<file path="src/rtl/spi_master.sv">
// SPI mode-0 master: one full-duplex byte per ss frame, sclk derived from a static divider.
// IDLE wait for byte | LEAD ss low, setup before first rise | SHIFT 8 sclk pulses | TRAIL hold ss after last fall | GAP ss high deselect
module spi_master #(
    parameter int CLK_DIV = 4
) (
    input  logic       clk,
    input  logic       rst,
    input  logic [7:0] tx_data,
    input  logic       tx_valid,
    output logic       tx_ready,
    output logic [7:0] rx_data,
    output logic       rx_valid,
    output logic       busy,
    output logic       ss,
    output logic       sclk,
    output logic       mosi,
    input  logic       miso
);
    typedef enum logic [2:0] {S_IDLE, S_LEAD, S_SHIFT, S_TRAIL, S_GAP} state_t;

    localparam logic [7:0] DIV_LAST = 8'(CLK_DIV - 1);

    state_t     r_state, w_state_nxt;
    logic [7:0] r_div, w_div_nxt;
    logic [2:0] r_bitn, w_bitn_nxt;
    logic       r_ph, w_ph_nxt;
    logic [7:0] r_tx_sh, w_tx_sh_nxt;
    logic [7:0] r_rx_sh, w_rx_sh_nxt;
    logic       r_ss, w_ss_nxt;
    logic       r_sclk, w_sclk_nxt;
    logic       r_mosi, w_mosi_nxt;
    logic [7:0] r_rx_data, w_rx_data_nxt;
    logic       r_rx_valid, w_rx_valid_nxt;
    logic       w_expire;

    always_ff @(posedge clk or posedge rst) begin
        if (rst) begin
            r_state    <= S_IDLE;
            r_div      <= 8'd0;
            r_bitn     <= 3'd0;
            r_ph       <= 1'b0;
            r_tx_sh    <= 8'd0;
            r_rx_sh    <= 8'd0;
            r_ss       <= 1'b1;
            r_sclk     <= 1'b0;
            r_mosi     <= 1'b0;
            r_rx_data  <= 8'd0;
            r_rx_valid <= 1'b0;
        end else begin
            r_state    <= w_state_nxt;
            r_div      <= w_div_nxt;
            r_bitn     <= w_bitn_nxt;
            r_ph       <= w_ph_nxt;
            r_tx_sh    <= w_tx_sh_nxt;
            r_rx_sh    <= w_rx_sh_nxt;
            r_ss       <= w_ss_nxt;
            r_sclk     <= w_sclk_nxt;
            r_mosi     <= w_mosi_nxt;
            r_rx_data  <= w_rx_data_nxt;
            r_rx_valid <= w_rx_valid_nxt;
        end
    end

    always_comb begin
        w_state_nxt    = r_state;
        w_div_nxt      = r_div;
        w_bitn_nxt     = r_bitn;
        w_ph_nxt       = r_ph;
        w_tx_sh_nxt    = r_tx_sh;
        w_rx_sh_nxt    = r_rx_sh;
        w_ss_nxt       = r_ss;
        w_sclk_nxt     = r_sclk;
        w_mosi_nxt     = r_mosi;
        w_rx_data_nxt  = r_rx_data;
        w_rx_valid_nxt = 1'b0;
        w_expire       = (r_div == DIV_LAST);

        // Every phase of every non-idle state is exactly CLK_DIV cycles long.
        if (r_state != S_IDLE) begin
            w_div_nxt = w_expire ? 8'd0 : r_div + 8'd1;
        end

        case (r_state)
            S_IDLE: begin
                w_div_nxt = 8'd0;
                if (tx_valid) begin
                    w_tx_sh_nxt = tx_data;
                    w_mosi_nxt  = tx_data[7];
                    w_ss_nxt    = 1'b0;
                    w_bitn_nxt  = 3'd0;
                    w_ph_nxt    = 1'b0;
                    w_state_nxt = S_LEAD;
                end
            end
            S_LEAD: begin
                if (w_expire) begin
                    w_sclk_nxt  = 1'b1;
                    w_rx_sh_nxt = {r_rx_sh[6:0], miso};
                    w_ph_nxt    = 1'b1;
                    w_state_nxt = S_SHIFT;
                end
            end
            S_SHIFT: begin
                if (w_expire) begin
                    if (r_ph) begin
                        w_sclk_nxt = 1'b0;
                        if (r_bitn == 3'd7) begin
                            w_state_nxt = S_TRAIL;
                        end else begin
                            w_tx_sh_nxt = {r_tx_sh[6:0], 1'b0};
                            w_mosi_nxt  = r_tx_sh[6];
                            w_bitn_nxt  = r_bitn + 3'd1;
                            w_ph_nxt    = 1'b0;
                        end
                    end else begin
                        w_sclk_nxt  = 1'b1;
                        w_rx_sh_nxt = {r_rx_sh[6:0], miso};
                        w_ph_nxt    = 1'b1;
                    end
                end
            end
            S_TRAIL: begin
                if (w_expire) begin
                    w_ss_nxt       = 1'b1;
                    w_mosi_nxt     = 1'b0;
                    w_rx_data_nxt  = r_rx_sh;
                    w_rx_valid_nxt = 1'b1;
                    w_state_nxt    = S_GAP;
                end
            end
            S_GAP: begin
                if (w_expire) begin
                    w_state_nxt = S_IDLE;
                end
            end
            default: begin
                w_state_nxt = S_IDLE;
            end
        endcase
    end

    assign tx_ready = (r_state == S_IDLE);
    assign busy     = (r_state != S_IDLE);
    assign ss       = r_ss;
    assign sclk     = r_sclk;
    assign mosi     = r_mosi;
    assign rx_data  = r_rx_data;
    assign rx_valid = r_rx_valid;

endmodule
</file>
<file path="config.mk">
export PLATFORM = sky130hd
export DESIGN_NAME = spi_master
export DESIGN_NICKNAME = d
export VERILOG_FILES = /design/src/rtl/spi_master.sv
export SDC_FILE = /design/constraint.sdc
export NUM_CORES = 1
export LEC_CHECK = 0
export CORE_ASPECT_RATIO = 1.25
export CORE_UTILIZATION = 31
export CTS_BUF_LIST = sky130_fd_sc_hd__clkbuf_16
export DETAILED_ROUTE_END_ITERATION = 12
export PLACE_DENSITY = 0.52
export SLEW_MARGIN = 20
export SYNTH_ARGS = -nofsm -noshare
export SYNTH_HDL_FRONTEND = slang
export SYNTH_SLANG_ARGS = --single-unit
</file>
<file path="constraint.sdc">
create_clock -name clk -period 4.5 [get_ports clk]
set_input_delay 0.45 -clock clk [delete_from_list [all_inputs] [get_ports clk]]
set_output_delay 0.45 -clock clk [all_outputs]
set_load 0.1 [all_outputs]
</file>
==> impl_metrics.csv, run 1 <==
group,metric,value,unit
timing,maxSlewHeadroom,0.340,
layout,drive_above_1_share,0.246,
synth,synth_edf_count,0,
grt,grt_max_degree,43,
synth,synth_top_family_by_area,"multiplexers",
grt,grt_pass1_wl,6850,um
clock_tree,path_clk_slew,0.06,ns
drt,firstDrtPassIters,4,
grt,first_global_vias,1440,
floorplan,chipHeight,90.3,um
timing,period_share,0.615,
drt,routed_wl,3860,um
timing,tightest_slew,0.987,ns
floorplan,coreArea,0.00590,mm2
synth,syn-num-nets,172,
worst_setup_path,worstSetupEndpointType,"output port",
pwr,peakVddDrop,174,uV
drt,wl_per_cell,14.3,um
worst_setup_path,start_kind,"register",
synth,ys_ff_latch,42,
clock_tree,cts_root_buf,"clkbuf_16",
layout,num-nets-final,201,
clock_tree,clock_tree.buffer_depth,2,
pwr,p_leak,1.06,nW
drt,routed-via-count,1303,
clock_tree,cts.sinks,42,
clock_tree,cts.htree.levels,2,
floorplan,start_util,0.328,
synth,synth-simple-area-share,0.146,
synth,avgSynthCellArea,12.3,um2
synth,synth_xor_area_frac,0.0362,
drt,routed_via_density,4.84,
worst_setup_path,cp_slowest_stage_delay,1.18,ns
synth,netlist_instances,157,
timing,skew,0.00482,ns
clock_tree,post_cts_buffers,0,
clock_tree,cts_tree,"yes",
floorplan,dieWidth,72.6,um
min_path,hp-class,"reg2reg",
layout,seq_area,0.00105,mm2
worst_setup_path,critPathMaxFanout,14,
timing,drv_slew,0,
clock_tree,post_cts_resized,0,
layout,fill_cells,593,
timing,worst_slack,1.73,ns
clock_tree,holdBufCountCts,0,
drt,antenna_left,0,
place,pre_cts_ws,2.02,ns
timing,finalSetupTns,0,ns
synth,async_flop_share,1.00,
clock_tree,clk_latency,0.29,ns
worst_setup_path,critPathArrivalTime,2.32,ns
floorplan,num_rows,31,
floorplan,ios,26,
synth,synthesis.area,0.00193,mm2
drt,drc,0,
timing,setup_violations,0,
place,gp_congestion,0.812,
layout,n_antenna_cell,0,
place,hpwl,2740,um
synth,ys_seq_area_frac,0.544,
drt,drtIter0Drc,72,
pwr,powerDensity,365,mW/mm2
synth,synth-compound-area-share,0.0647,
worst_setup_path,crit_required,4.05,ns
synth,synth_fa_ha_area_frac,0.0194,
layout,area_growth,26.9,%
place,post_dp_cell_area,0.00228,mm2
timing,hold_violations,0,
grt,grt_overflow,0,
synth,ys.warnings.count,0,
timing,post-route-min-period,2.77,ns
timing,fmax,361,MHz
worst_setup_path,crit_path_cell_trace,"nor3_2 > clkdlybuf4s50_1",
grt,groute.usage.overall,0.137,
layout,multi_input_area,847,um2
layout,design_area,0.00245,mm2
flow_run,maxCapViolCount,0,
timing,rsz0062_at_grt,"no",
worst_setup_path,critical_path_class,"reg2out",
grt,grt_antenna_before_repair,0,
synth,synth_cell_types,37,
run_status,status,"finished, final reports clean",
clock_tree,cts_buffers,5,
pwr,power,895,uW
synth,synthFlopType,"dfrtp_1",
floorplan,die_area,0.00656,mm2
worst_setup_path,slowest_stage,"clkdlybuf4s50_1",
place,io_buffers,25,
synth,synthMuxAreaShare,0.169,
==> path summary, 6_finish.rpt <==
kind	startpoint	to	slack [ns]	cells after the start
worst max-delay path	r_state[0]	tx_ready	1.73	2
worst min-delay path	sclk	sclk	0.49	1
worst max register to register	r_div[0]	r_rx_sh[7]	2.31	5
worst min register to register	sclk	sclk	0.49	1
max in group asynchronous	rst	ss	3.53	3
min in group asynchronous	rst	rx_data[1]	0.60	3
==> synthesized netlist by cell type (4+ instances only) <==
library cell | count | area (um2)
mux2_2 | 29 | 327
nand3_1 | 7 | 35.0
xnor2_1 | 4 | 35.0
dfrtp_1 | 41 | 1030
nand2_1 | 8 | 30.0
nor2_1 | 10 | 37.5
inv_1 | 6 | 22.5
o21ai_0 | 5 | 25.0
xor2_1 | 4 | 35.0
==> sequential cells by signal (all words and copies together), names as in the netlist <==
| register | cells |
|---|---|
| r_tx_sh | 7 |
| r_state | 3 |
| r_rx_sh | 8 |
| rx_data | 8 |
| sclk | 1 |
| ss | 1 |
| mosi | 1 |
| rx_valid | 1 |
| r_div | 8 |
| r_bitn | 3 |
| r_ph | 1 |
==> critical path, delay by kind of cell (launching register included) <==
family	cells	cell delay [ns]
AND/OR/NAND/NOR	1	0.31
buffers and inverters	1	1.18
flip-flops	1	0.54
==> power breakdown <==
part | total [mW] | leakage (nW) | internal, mW | switching, mW
registers | 0.399 | 0.537 | 0.390 | 0.00894
logic | 0.0860 | 0.451 | 0.0323 | 0.0537
clock network | 0.410 | 0.0760 | 0.261 | 0.149
total | 0.895 | 1.06 | 0.684 | 0.212
==> placed cells by master, fill, tap and decap left out, drive strengths merged, types with 2 or more instances in the layout <==
cell	count
nand2	9
nor2b	3
a21o	2
dfrtp	41
mux2	29
a21oi	3
inv	6
a211o	2
o21ai	5
and2	2
xnor2	4
clkdlybuf4s50	25
xor2	4
nor2	10
nor3	3
nand3	7
nand4	3
ha	3
clkinvlp	2
nor3b	2
clkbuf	5
and3	2
or3	2
==> per-layer routing <==
metal | GRT usage | part of all wire | vias to the layer above
met3 | 0.0502 | 0.044 | 7
met5 | 0 | 0 | -
li1 | - | - | 611
met1 | 0.164 | 0.42 | 655
met2 | 0.224 | 0.52 | 30
met4 | 0.0458 | 0.017 | 0
==> cells by family after synthesis <==
| kind of cell | after synthesis |
|---|---|
| simple gates | 47 |
| flops | 42 |
| mux | 29 |
| compound gates | 18 |
| buf+inv | 10 |
| xor+xnor | 8 |
| fa+ha+maj | 3 |
==> metrics by stage <==
stage | hold slack [ns] | instances | util
3_5_place_dp | 0.466 | 261 | 0.387
5_1_grt | 0.505 | 269 | 0.416
4_1_cts | 0.495 | 269 | 0.416
3_3_place_gp | 0.467 | 261 | 0.387
6_report | 0.486 | 269 | 0.416
2_1_floorplan | 0.448 | 157 | -
==> layout make-up <==
cell class                      count  area share
Clock inverter                      3      0.0184
Inverter                            6     0.00918
Multi-Input combinational cell    105       0.345
Clock buffer                        5      0.0510
Sequential cell                    42       0.429
Tap cell                           82      0.0418
Timing Repair Buffer               26       0.105
Power figures use the tool's default switching activity.
==> run 2, diff against run 1 <==
--- a/config.mk
+++ b/config.mk
@@ -9,7 +9,7 @@
 export CORE_UTILIZATION = 31
 export CTS_BUF_LIST = sky130_fd_sc_hd__clkbuf_16
 export DETAILED_ROUTE_END_ITERATION = 12
-export PLACE_DENSITY = 0.52
+export PLACE_DENSITY = 0.54
 export SLEW_MARGIN = 20
 export SYNTH_ARGS = -nofsm -noshare
 export SYNTH_HDL_FRONTEND = slang
==> constraint.sdc (replaced) <==
create_clock -name clk -period 2.2 [get_ports clk]
set_input_delay 0.22 -clock clk [delete_from_list [all_inputs] [get_ports clk]]
set_output_delay 0.22 -clock clk [all_outputs]
set_load 0.1 [all_outputs]
==> run 2 against run 1 <==
  * Clock-buffer cell count unchanged
  * Die area unchanged
  * Global-route usage is 0.92 points lower
  * Power rose by 90%
  * Routed wire length is 5.3% lower
  * First-iteration DRC count is 13% lower
  * Sequential cell count is the same
  * Register-to-register slack worse by 2.2 ns
  * Final area is 0.25% lower
  * Sequential share of layout area up 0.11 points
  * Critical path type is now reg2reg
==> impl_metrics.csv, run 2 (same netlist as run 1, synthesis figures left out) <==
group,metric,value,unit
place,dp.cells,266,
clock_tree,clock_tree.buffer_depth,2,
grt,grt_max_degree,43,
drt,routed_via_density,4.76,
drt,drtIter0Drc,63,
clock_tree,holdBufCountCts,0,
pwr,combPwrFrac,0.103,
floorplan,start_util,0.328,
place,io_buffers,25,
clock_tree,path_clk_slew,0.06,ns
timing,fmax,474,MHz
clock_tree,post_cts_resized,0,
clock_tree,clk_latency,0.28,ns
timing,tightest_slew,0.546,ns
grt,first_global_vias,1355,
floorplan,num_rows,31,
clock_tree,cts_buffers,5,
floorplan,dieWidth,72.6,um
pwr,p_leak,1.12,nW
min_path,hp-class,"in2async",
floorplan,ios,26,
layout,area_growth,26.5,%
grt,grt_antenna_before_repair,0,
timing,hold_violations,0,
layout,seq_area,0.00105,mm2
timing,maxSlewHeadroom,0.636,
floorplan,die_area,0.00656,mm2
worst_setup_path,critPathArrivalTime,2.27,ns
worst_setup_path,r2r_slack,0.09,ns
timing,drv_slew,0,
grt,grt_overflow,0,
layout,multi_input_area,853,um2
pwr,seqPwrFrac,0.480,
worst_setup_path,start_kind,"register",
clock_tree,cts_tree,"yes",
worst_setup_path,crit_required,2.36,ns
drt,dr_wl_met3,113,um
layout,final_common_cell,"dfrtp_1",
drt,wl_met2,1830,um
drt,wl_per_cell,13.3,um
drt,drt-met1-wl,1630,um
pwr,clkPwrFrac,0.417,
timing,setup_violations,0,
clock_tree,cts_root_buf,"clkbuf_16",
layout,drive_above_1_share,0.333,
timing,rsz0062_at_grt,"no",
flow_run,maxCapViolCount,0,
layout,fill_cells,581,
worst_setup_path,critical_path_class,"reg2reg",
drt,firstDrtPassIters,4,
clock_tree,cts.sinks,42,
pwr,peakVddDrop,512,uV
clock_tree,post_cts_buffers,0,
run_status,status,"finished, final reports clean",
grt,groute.usage.overall,0.128,
drt,drc,0,
floorplan,chipHeight,90.3,um
layout,final_cells,274,
place,hpwl,2610,um
worst_setup_path,critPathMaxFanout,8,
drt,routed-via-count,1305,
pwr,p_sw_frac,0.248,
pwr,p_int,1.28,mW
worst_setup_path,worstSetupEndpointType,"register",
pwr,power,1.70,mW
clock_tree,cts.htree.levels,2,
drt,highest_layer,"met4",
pwr,powerDensity,696,mW/mm2
timing,skew,0.00555,ns
timing,period_share,0.958,
drt,routed_wl,3650,um
place,gp_congestion,0.788,
grt,grt_pass1_wl,6380,um
layout,num-nets-final,206,
timing,post-route-min-period,2.11,ns
floorplan,coreArea,0.00590,mm2
layout,n_antenna_cell,0,
layout,final_cell_mix,"dfrtp_1, mux2_2, buf_4",
pwr,p_switching,422,uW
drt,antenna_left,0,
worst_setup_path,reg2reg_depth,6,
==> run 2: cell count changes in the layout (fill, tap and decap cells not counted), sizes merged <==
cell           change
clkinvlp           -2
bufinv             -1
buf               +19
clkdlybuf4s50     -14
inv                +1
clkinv             +2
==> run 2: power groups by stage <==
stage	registers [mW]	clock network, mW	logic [mW]
global placement	0.829	0	0.175
global route	0.820	0.768	0.190
detailed placement	0.831	0	0.179
finish	0.816	0.710	0.176
floorplan	0.873	0	0.0796
CTS	0.817	0.731	0.179
==> run 2: final timing paths <==
check	startpoint	endpoint
min reg2reg	r_div[0]	r_div[0]
min	rst	r_div[4]
max reg2reg	r_bitn[0]	r_tx_sh[4]
max in group asynchronous	rst	r_state[2]
min in group clk	tx_data[0]	r_tx_sh[0]
max	r_bitn[0]	r_tx_sh[4]
==> run 2: cell type report <==
class	instances	share of cell area
sequential	42	0.430
clock inverter	3	0.00716
timing repair buffer	31	0.112
tap	82	0.0419
multi-input combinational	105	0.349
inverter	6	0.00921
clock buffer	5	0.0512
==> run 2: per-layer routing <==
metal | global-route usage | up-vias
met1 | 0.159 | 645
met3 | 0.0290 | 5
met4 | 0.0588 | 0
met5 | 0 | -
met2 | 0.206 | 24
li1 | - | 631
==> run 2: per-stage QoR <==
step | worst slack, ns | util | hold slack [ns] | area (um2) | TNS, ns
floorplan | -0.493 | - | 0.342 | 1940 | -3.10
global placement | 0.204 | 0.391 | 0.476 | 2300 | 0
detailed placement | 0.106 | 0.391 | 0.481 | 2300 | 0
CTS | 0.0948 | 0.415 | 0.398 | 2450 | 0
global route | 0.00263 | 0.415 | 0.458 | 2450 | 0
finish | 0.0918 | 0.415 | 0.364 | 2450 | 0
==> run 2: worst max-delay path, cell delays in order, from the launching register on <==
cell,delay [ns]
dfrtp_1,0.41
ha_1,0.22
ha_1,0.21
nand3b_1,0.17
a211o_1,0.38
a21o_1,0.28
mux2_2,0.32
